<file path="config.mk">
export PLATFORM = sky130hd
export DESIGN_NAME = elasticmem_rd_arbiter
export DESIGN_NICKNAME = d
export VERILOG_FILES = /design/src/rtl/elasticmem_arb_pkg.sv /design/src/rtl/arb_tag_fifo.sv /design/src/rtl/elasticmem_rd_arbiter.sv
export SDC_FILE = /design/constraint.sdc
export NUM_CORES = 1
export LEC_CHECK = 0
export BUFFER_PORTS_ARGS = -buffer_cell sky130_fd_sc_hd__buf_2
export CORE_AREA = 2 2 92 72
export CTS_CLUSTER_DIAMETER = 120
export DETAILED_ROUTE_END_ITERATION = 10
export DIE_AREA = 0 0 94 74
export PLACE_DENSITY = 0.84
export SYNTH_ARGS = -nofsm -noshare
export SYNTH_HDL_FRONTEND = slang
export SYNTH_SLANG_ARGS = --single-unit
</file>
<file path="constraint.sdc">
create_clock -name clk -period 3.7 [get_ports clk]
set_input_delay 1.11 -clock clk [delete_from_list [all_inputs] [get_ports clk]]
set_output_delay 1.11 -clock clk [all_outputs]
set_load 0.05 [all_outputs]
</file>
<file path="src/rtl/elasticmem_arb_pkg.sv">
`default_nettype none
// ============================================================================
// Package : elasticmem_arb_pkg
// Summary : shared types and width helpers for the elasticmem read arbiter
// Rev     : 1.0
// ============================================================================
package elasticmem_arb_pkg;

    // Width helper that never collapses to zero bits for tiny parameters
    function automatic int clog2_min1(input int n);
        return (n <= 2) ? 1 : $clog2(n);
    endfunction

    localparam int DEF_N_REQ = 4;
    localparam int TAG_W_DEF = clog2_min1(DEF_N_REQ);

    typedef logic [TAG_W_DEF-1:0] tag_t;

    typedef enum logic [0:0] {
        ST_OPEN = 1'b0,
        ST_HELD = 1'b1
    } arb_state_t;

endpackage
`default_nettype wire

</file>
<file path="src/rtl/arb_tag_fifo.sv">
`default_nettype none
// ============================================================================
// Module  : arb_tag_fifo
// Summary : register-based in-order FIFO of requester tags
// Rev     : 1.0
// ============================================================================
module arb_tag_fifo
    import elasticmem_arb_pkg::*;
#(
    parameter  int W     = 2,
    parameter  int DEPTH = 8,
    localparam int CW    = clog2_min1(DEPTH + 1)
) (
    input  logic          clk,
    input  logic          rst,
    input  logic          push,
    input  logic [W-1:0]  push_tag,
    input  logic          pop,
    output logic [W-1:0]  head,
    output logic          empty,
    output logic          full,
    output logic [CW-1:0] count
);

    localparam int PW = clog2_min1(DEPTH);

    logic [W-1:0]  r_mem [DEPTH];
    logic [PW-1:0] r_wr_ptr;
    logic [PW-1:0] r_rd_ptr;
    logic [CW-1:0] r_count;
    logic          w_push;
    logic          w_pop;

    assign empty  = (r_count == '0);
    assign full   = (r_count == CW'(DEPTH));
    assign count  = r_count;
    assign head   = r_mem[r_rd_ptr];
    assign w_push = push && !full;
    assign w_pop  = pop && !empty;

    function automatic logic [PW-1:0] ptr_next(input logic [PW-1:0] p);
        return (p == PW'(DEPTH - 1)) ? '0 : p + 1'b1;
    endfunction

    always_ff @(posedge clk) begin
        if (rst) begin
            r_wr_ptr <= '0;
            r_rd_ptr <= '0;
            r_count  <= '0;
            for (int i = 0; i < DEPTH; i++) begin
                r_mem[i] <= '0;
            end
        end else begin
            if (w_push) begin
                r_mem[r_wr_ptr] <= push_tag;
                r_wr_ptr        <= ptr_next(r_wr_ptr);
            end
            if (w_pop) begin
                r_rd_ptr <= ptr_next(r_rd_ptr);
            end
            case ({w_push, w_pop})
                2'b10:   r_count <= r_count + 1'b1;
                2'b01:   r_count <= r_count - 1'b1;
                default: r_count <= r_count;
            endcase
        end
    end

endmodule
`default_nettype wire

</file>
<file path="src/rtl/elasticmem_rd_arbiter.sv">
`default_nettype none
// ============================================================================
// Module  : elasticmem_rd_arbiter
// Summary : round-robin sharing of one elasticmem read port, in-order tag return
// Rev     : 1.0
// ============================================================================
module elasticmem_rd_arbiter
    import elasticmem_arb_pkg::*;
#(
    parameter  int WIDTH           = 32,
    parameter  int DEPTH           = 512,
    parameter  int N_REQ           = 4,
    parameter  int MAX_OUTSTANDING = 8,
    localparam int AW              = clog2_min1(DEPTH)
) (
    input  logic                      clk,
    input  logic                      rst,
    input  logic [N_REQ-1:0][AW-1:0]  req_addr,
    input  logic [N_REQ-1:0]          req_vld,
    output logic [N_REQ-1:0]          req_rdy,
    output logic [WIDTH-1:0]          rsp_dat,
    output logic [N_REQ-1:0]          rsp_vld,
    input  logic [N_REQ-1:0]          rsp_rdy,
    output logic [AW-1:0]             mem_rd_addr,
    output logic                      mem_rd_req_vld,
    input  logic                      mem_rd_req_rdy,
    input  logic [WIDTH-1:0]          mem_rd_dat,
    input  logic                      mem_rd_dat_vld,
    output logic                      mem_rd_dat_rdy
);

    localparam int TAG_W = clog2_min1(N_REQ);
    localparam int CW    = clog2_min1(MAX_OUTSTANDING + 1);

    arb_state_t       r_state;
    logic [TAG_W-1:0] r_rr;
    logic [TAG_W-1:0] r_hold_idx;
    logic [TAG_W-1:0] w_arb_idx;
    logic [TAG_W-1:0] w_gnt;
    logic [TAG_W-1:0] w_gnt_next;
    logic [TAG_W-1:0] w_head;
    logic [CW-1:0]    w_count;
    logic             w_found;
    logic             w_credit;
    logic             w_issue;
    logic             w_pop;
    logic             w_empty;
    logic             w_full;
    logic             w_fwd;

    // First valid requester at or after the round-robin pointer
    always_comb begin
        w_arb_idx = r_rr;
        w_found   = 1'b0;
        for (int k = 0; k < N_REQ; k++) begin
            int s;
            s = int'(r_rr) + k;
            if (s >= N_REQ) begin
                s = s - N_REQ;
            end
            if (!w_found && req_vld[s]) begin
                w_found   = 1'b1;
                w_arb_idx = TAG_W'(s);
            end
        end
    end

    assign w_gnt          = (r_state == ST_HELD) ? r_hold_idx : w_arb_idx;
    assign w_gnt_next     = (w_gnt == TAG_W'(N_REQ - 1)) ? '0 : w_gnt + 1'b1;
    assign w_credit       = (w_count < CW'(MAX_OUTSTANDING));
    assign mem_rd_req_vld = w_credit && ((r_state == ST_HELD) || (|req_vld));
    assign mem_rd_addr    = req_addr[w_gnt];
    assign w_issue        = mem_rd_req_vld && mem_rd_req_rdy;

    always_comb begin
        req_rdy = '0;
        if (w_issue) begin
            req_rdy[w_gnt] = 1'b1;
        end
    end

    assign w_fwd          = !w_empty;
    assign rsp_dat        = mem_rd_dat;
    assign mem_rd_dat_rdy = w_fwd && rsp_rdy[w_head];
    assign w_pop          = mem_rd_dat_vld && mem_rd_dat_rdy;

    always_comb begin
        rsp_vld = '0;
        if (mem_rd_dat_vld && w_fwd) begin
            rsp_vld[w_head] = 1'b1;
        end
    end

    // A stalled request freezes the grant so address and valid stay stable
    always_ff @(posedge clk) begin
        if (rst) begin
            r_state    <= ST_OPEN;
            r_rr       <= '0;
            r_hold_idx <= '0;
        end else begin
            case (r_state)
                ST_OPEN: begin
                    if (w_issue) begin
                        r_rr <= w_gnt_next;
                    end else if (mem_rd_req_vld) begin
                        r_state    <= ST_HELD;
                        r_hold_idx <= w_gnt;
                    end
                end
                ST_HELD: begin
                    if (w_issue) begin
                        r_state <= ST_OPEN;
                        r_rr    <= w_gnt_next;
                    end
                end
                default: r_state <= ST_OPEN;
            endcase
        end
    end

    arb_tag_fifo #(
        .W     (TAG_W),
        .DEPTH (MAX_OUTSTANDING)
    ) u_tag_fifo (
        .clk      (clk),
        .rst      (rst),
        .push     (w_issue),
        .push_tag (w_gnt),
        .pop      (w_pop),
        .head     (w_head),
        .empty    (w_empty),
        .full     (w_full),
        .count    (w_count)
    );

    a_no_orphan_rsp: assert property (@(posedge clk) disable iff (rst)
        !(mem_rd_dat_vld && w_empty));

    a_no_push_full: assert property (@(posedge clk) disable iff (rst)
        !(w_issue && w_full));

endmodule
`default_nettype wire

</file>
==> flow_metrics.env <==
export IMPL_placed_cell_area_um2=2640
export IMPL_crit_path_start_kind="input port"
export IMPL_worst_pin_slew_ns=0.500
export IMPL_wirelength_um=5320
export IMPL_yosysUniqueCellTypes=41
export IMPL_hpwl_um=3930
export IMPL_finalInstanceArea_um2=2940
export IMPL_clock_sinks=34
export IMPL_cts_tree="done"
export IMPL_critPathKind="input port to output port"
export IMPL_finalCriticalPeriod_ns=3.83
export IMPL_max_stage_delay_ns=0.44
export IMPL_postSynthRegisterBits=34
export IMPL_synth_cells=231
export IMPL_seq_power_share_pct=33.7
export IMPL_rsz0062_at_grt="yes"
export IMPL_cts_htree_levels=2
export IMPL_startpoint="req_vld[2]"
export IMPL_crit_path_frequent_cell="buf_8"
export IMPL_drtIter0Drc=69
export IMPL_grt_ovfl_total=0
export IMPL_status="finished with violations"
export IMPL_finalPower_mw=1.45
export IMPL_final_cell_mix="buf_2, nor2_1, dfxtp_1, edfxtp_1, nand2_1"
export IMPL_core_um2=6100
export IMPL_hold_violations=0
export IMPL_yosysSeqAreaShare_pct=35.3
export IMPL_finalSetupViolations=11
export IMPL_vias=1870
export IMPL_firstDrtPassIters=4
export IMPL_rr_endpoint="u_tag_fifo.count[2]"
export IMPL_violations="negative setup slack"
export IMPL_layout_setup_ws_ns=-0.133
export IMPL_clock_path_buffers=2
export IMPL_cpMaxStageDelayCell="mux4_2"
export IMPL_p_int_uw=875
export IMPL_synth_flop_cell="dfxtp_1"
export IMPL_rows=25
export IMPL_whs_ns=0.499
export IMPL_synthArstFlopShare_pct=0
export IMPL_portBuffers=66
export IMPL_worstHoldPathType="register to register"
export IMPL_synth_nets=322
export IMPL_rr_worst_depth=12
export IMPL_fin_crit_sh_pct=104
export IMPL_grt_max_degree=29
export IMPL_final_max_slew_violation_count=0
export IMPL_die_h_um=74
export IMPL_syn_avg_cell_area_um2=10.3
export IMPL_cp_max_fo=6
export IMPL_slew_headroom_pct=66.7
export IMPL_via_per_inst=5.24
export IMPL_antenna_found_initial=0
export IMPL_cts_root_buf="clkbuf_8"
export IMPL_start_util_pct=39.1
export IMPL_maxCapViolCount=0
export IMPL_cts_inserted_buffers=5
export IMPL_fin_nets=366
export IMPL_layout_commonest_cell="buf_2"
export IMPL_die_area_um2=6960
export IMPL_crit_chain="buf_8 > o311a_4 > o41ai_4 > bufinv_8 > mux4_2 > buf_8"
export IMPL_yosysWarnings=0
export IMPL_fmax_mhz=261
export IMPL_layout_area_overhead_vs_synth_pct=23.3
export IMPL_cp_required_ns=2.59
export IMPL_cts_clk_slew_worst_paths_ns=0.07
export IMPL_ant_nets=0
export IMPL_skew_ns=0.00725
export IMPL_diodes=0
export IMPL_io_pins=131
export IMPL_r2r_slack_ns=0.38
export IMPL_p_clk_share_pct=18.5
export IMPL_p_leak_nw=1.29
export IMPL_die_w_um=94
export IMPL_switchingPower_uw=579
export IMPL_clk_latency_ns=0.29
export IMPL_switching_share_pct=39.8
export IMPL_track_usage_pct=16.7
export IMPL_dp_worst_setup_slack_ns=-0.177
export IMPL_grt_pass1_wl_um=8830
export IMPL_drive_gt1_share_pct=44.6
export IMPL_synth_cell_area_um2=2380
export IMPL_drc_errors=0
export IMPL_comb_power_share_pct=47.9
export IMPL_synth_edf_count=16
export IMPL_place_congestion=0.863
export IMPL_peakVddDrop_v=0.000237
export IMPL_routedWlPerCell_um=14.9
export IMPL_crit_arrival_ns=2.72
export IMPL_p_per_area_nw_per_um2=494
export IMPL_cp_end_kind="output port"
export IMPL_cp_endpoint="mem_rd_addr[7]"
export IMPL_grt_pass1_vias=1932
export IMPL_post_route_util_pct=48.2
critical path: cells and delay by family:
kind	cells	cell delay (ns)
compound gates	2	0.62
buf+inv	3	0.54
mux	1	0.44
worst min path at each step:
| stage | startpoint | end | slack (ns) | depth (start not counted) |
|---|---|---|---|---|
| after CTS | r_hold_idx[0] | r_hold_idx[0] | 0.50 | 2 |
| after global routing | r_hold_idx[0] | r_hold_idx[0] | 0.53 | 2 |
| after global placement | r_hold_idx[0] | r_hold_idx[0] | 0.48 | 2 |
| after floorplan | r_hold_idx[0] | r_hold_idx[0] | 0.46 | 2 |
| after detailed placement | r_hold_idx[0] | r_hold_idx[0] | 0.48 | 2 |
| final | r_hold_idx[0] | r_hold_idx[0] | 0.50 | 2 |
area by class of cell:
type                       count  area (µm²)
clock buffer                   6        72.6
clock inverter                 2        10.0
fill                         556        3160
inverter                       7        40.0
multi-input combinational    149        1320
sequential                    34         842
tap                           81         101
timing repair buffer          77         548
timing repair inverter         1        11.3
cells by family (layout without fill, tap and decap cells):
kind of cell	count (synthesis)	count (layout)	synth area share (%)
multiplexers	26	26	18.6
AND/OR/NAND/NOR	79	79	17.7
adder cells (fa/ha/maj)	11	11	5.77
buffers and inverters	48	93	13.0
AO/OA/AOI/OAI	30	30	8.66
XOR/XNOR	3	3	1.10
flip-flops	34	34	35.3
metrics by stage:
| stage | TNS (ns) | instances |
|---|---|---|
| 2_1_floorplan | -0.283 | 231 |
| 3_3_place_gp | -1.63 | 348 |
| 3_5_place_dp | -1.94 | 348 |
| 4_1_cts | -0.919 | 357 |
| 5_1_grt | -1.83 | 357 |
| 6_report | -1.02 | 357 |
cells in the mapped netlist (all sizes together), types with 6 or more instances:
library cell	count	area share [%]
a21oi	13	2.7
and3	8	2.1
buf	34	11
clkbuf	7	1.2
dfxtp	18	15
edfxtp	16	20
ha	11	5.8
inv	7	1.1
mux2	7	3.6
mux2i	6	2.5
mux4	13	12
nand2	14	2.5
nand2b	11	2.9
nor2	19	3.0
nor2b	6	1.6
nor3	10	2.3
routing by layer:
layer  vias to the layer above  wire length (µm)  track usage [%]
met2                        98              2680             29.9
met1                       882              2130             18.9
li1                        884                 -                -
met5                         -                 0                0
met4                         0                40             4.51
met3                         6               466             6.38
power by group through the flow:
| stage | Sequential (mW) | Clock (mW) | Combinational (mW) |
|---|---|---|---|
| final | 0.490 | 0.268 | 0.696 |
| after CTS | 0.488 | 0.275 | 0.681 |
| after global placement | 0.492 | 0 | 0.596 |
| after detailed placement | 0.494 | 0 | 0.610 |
| after global routing | 0.497 | 0.297 | 0.749 |
| after floorplan | 0.472 | 0 | 0.575 |
timing repair:
action	in CTS	in global routing
pin swaps	1	2
gates cloned	1	0
setup endpoints to repair	14	13
hold buffers	0	0
buffers inserted	2	1
resized for setup	42	14
Power figures use the tool's default switching activity.
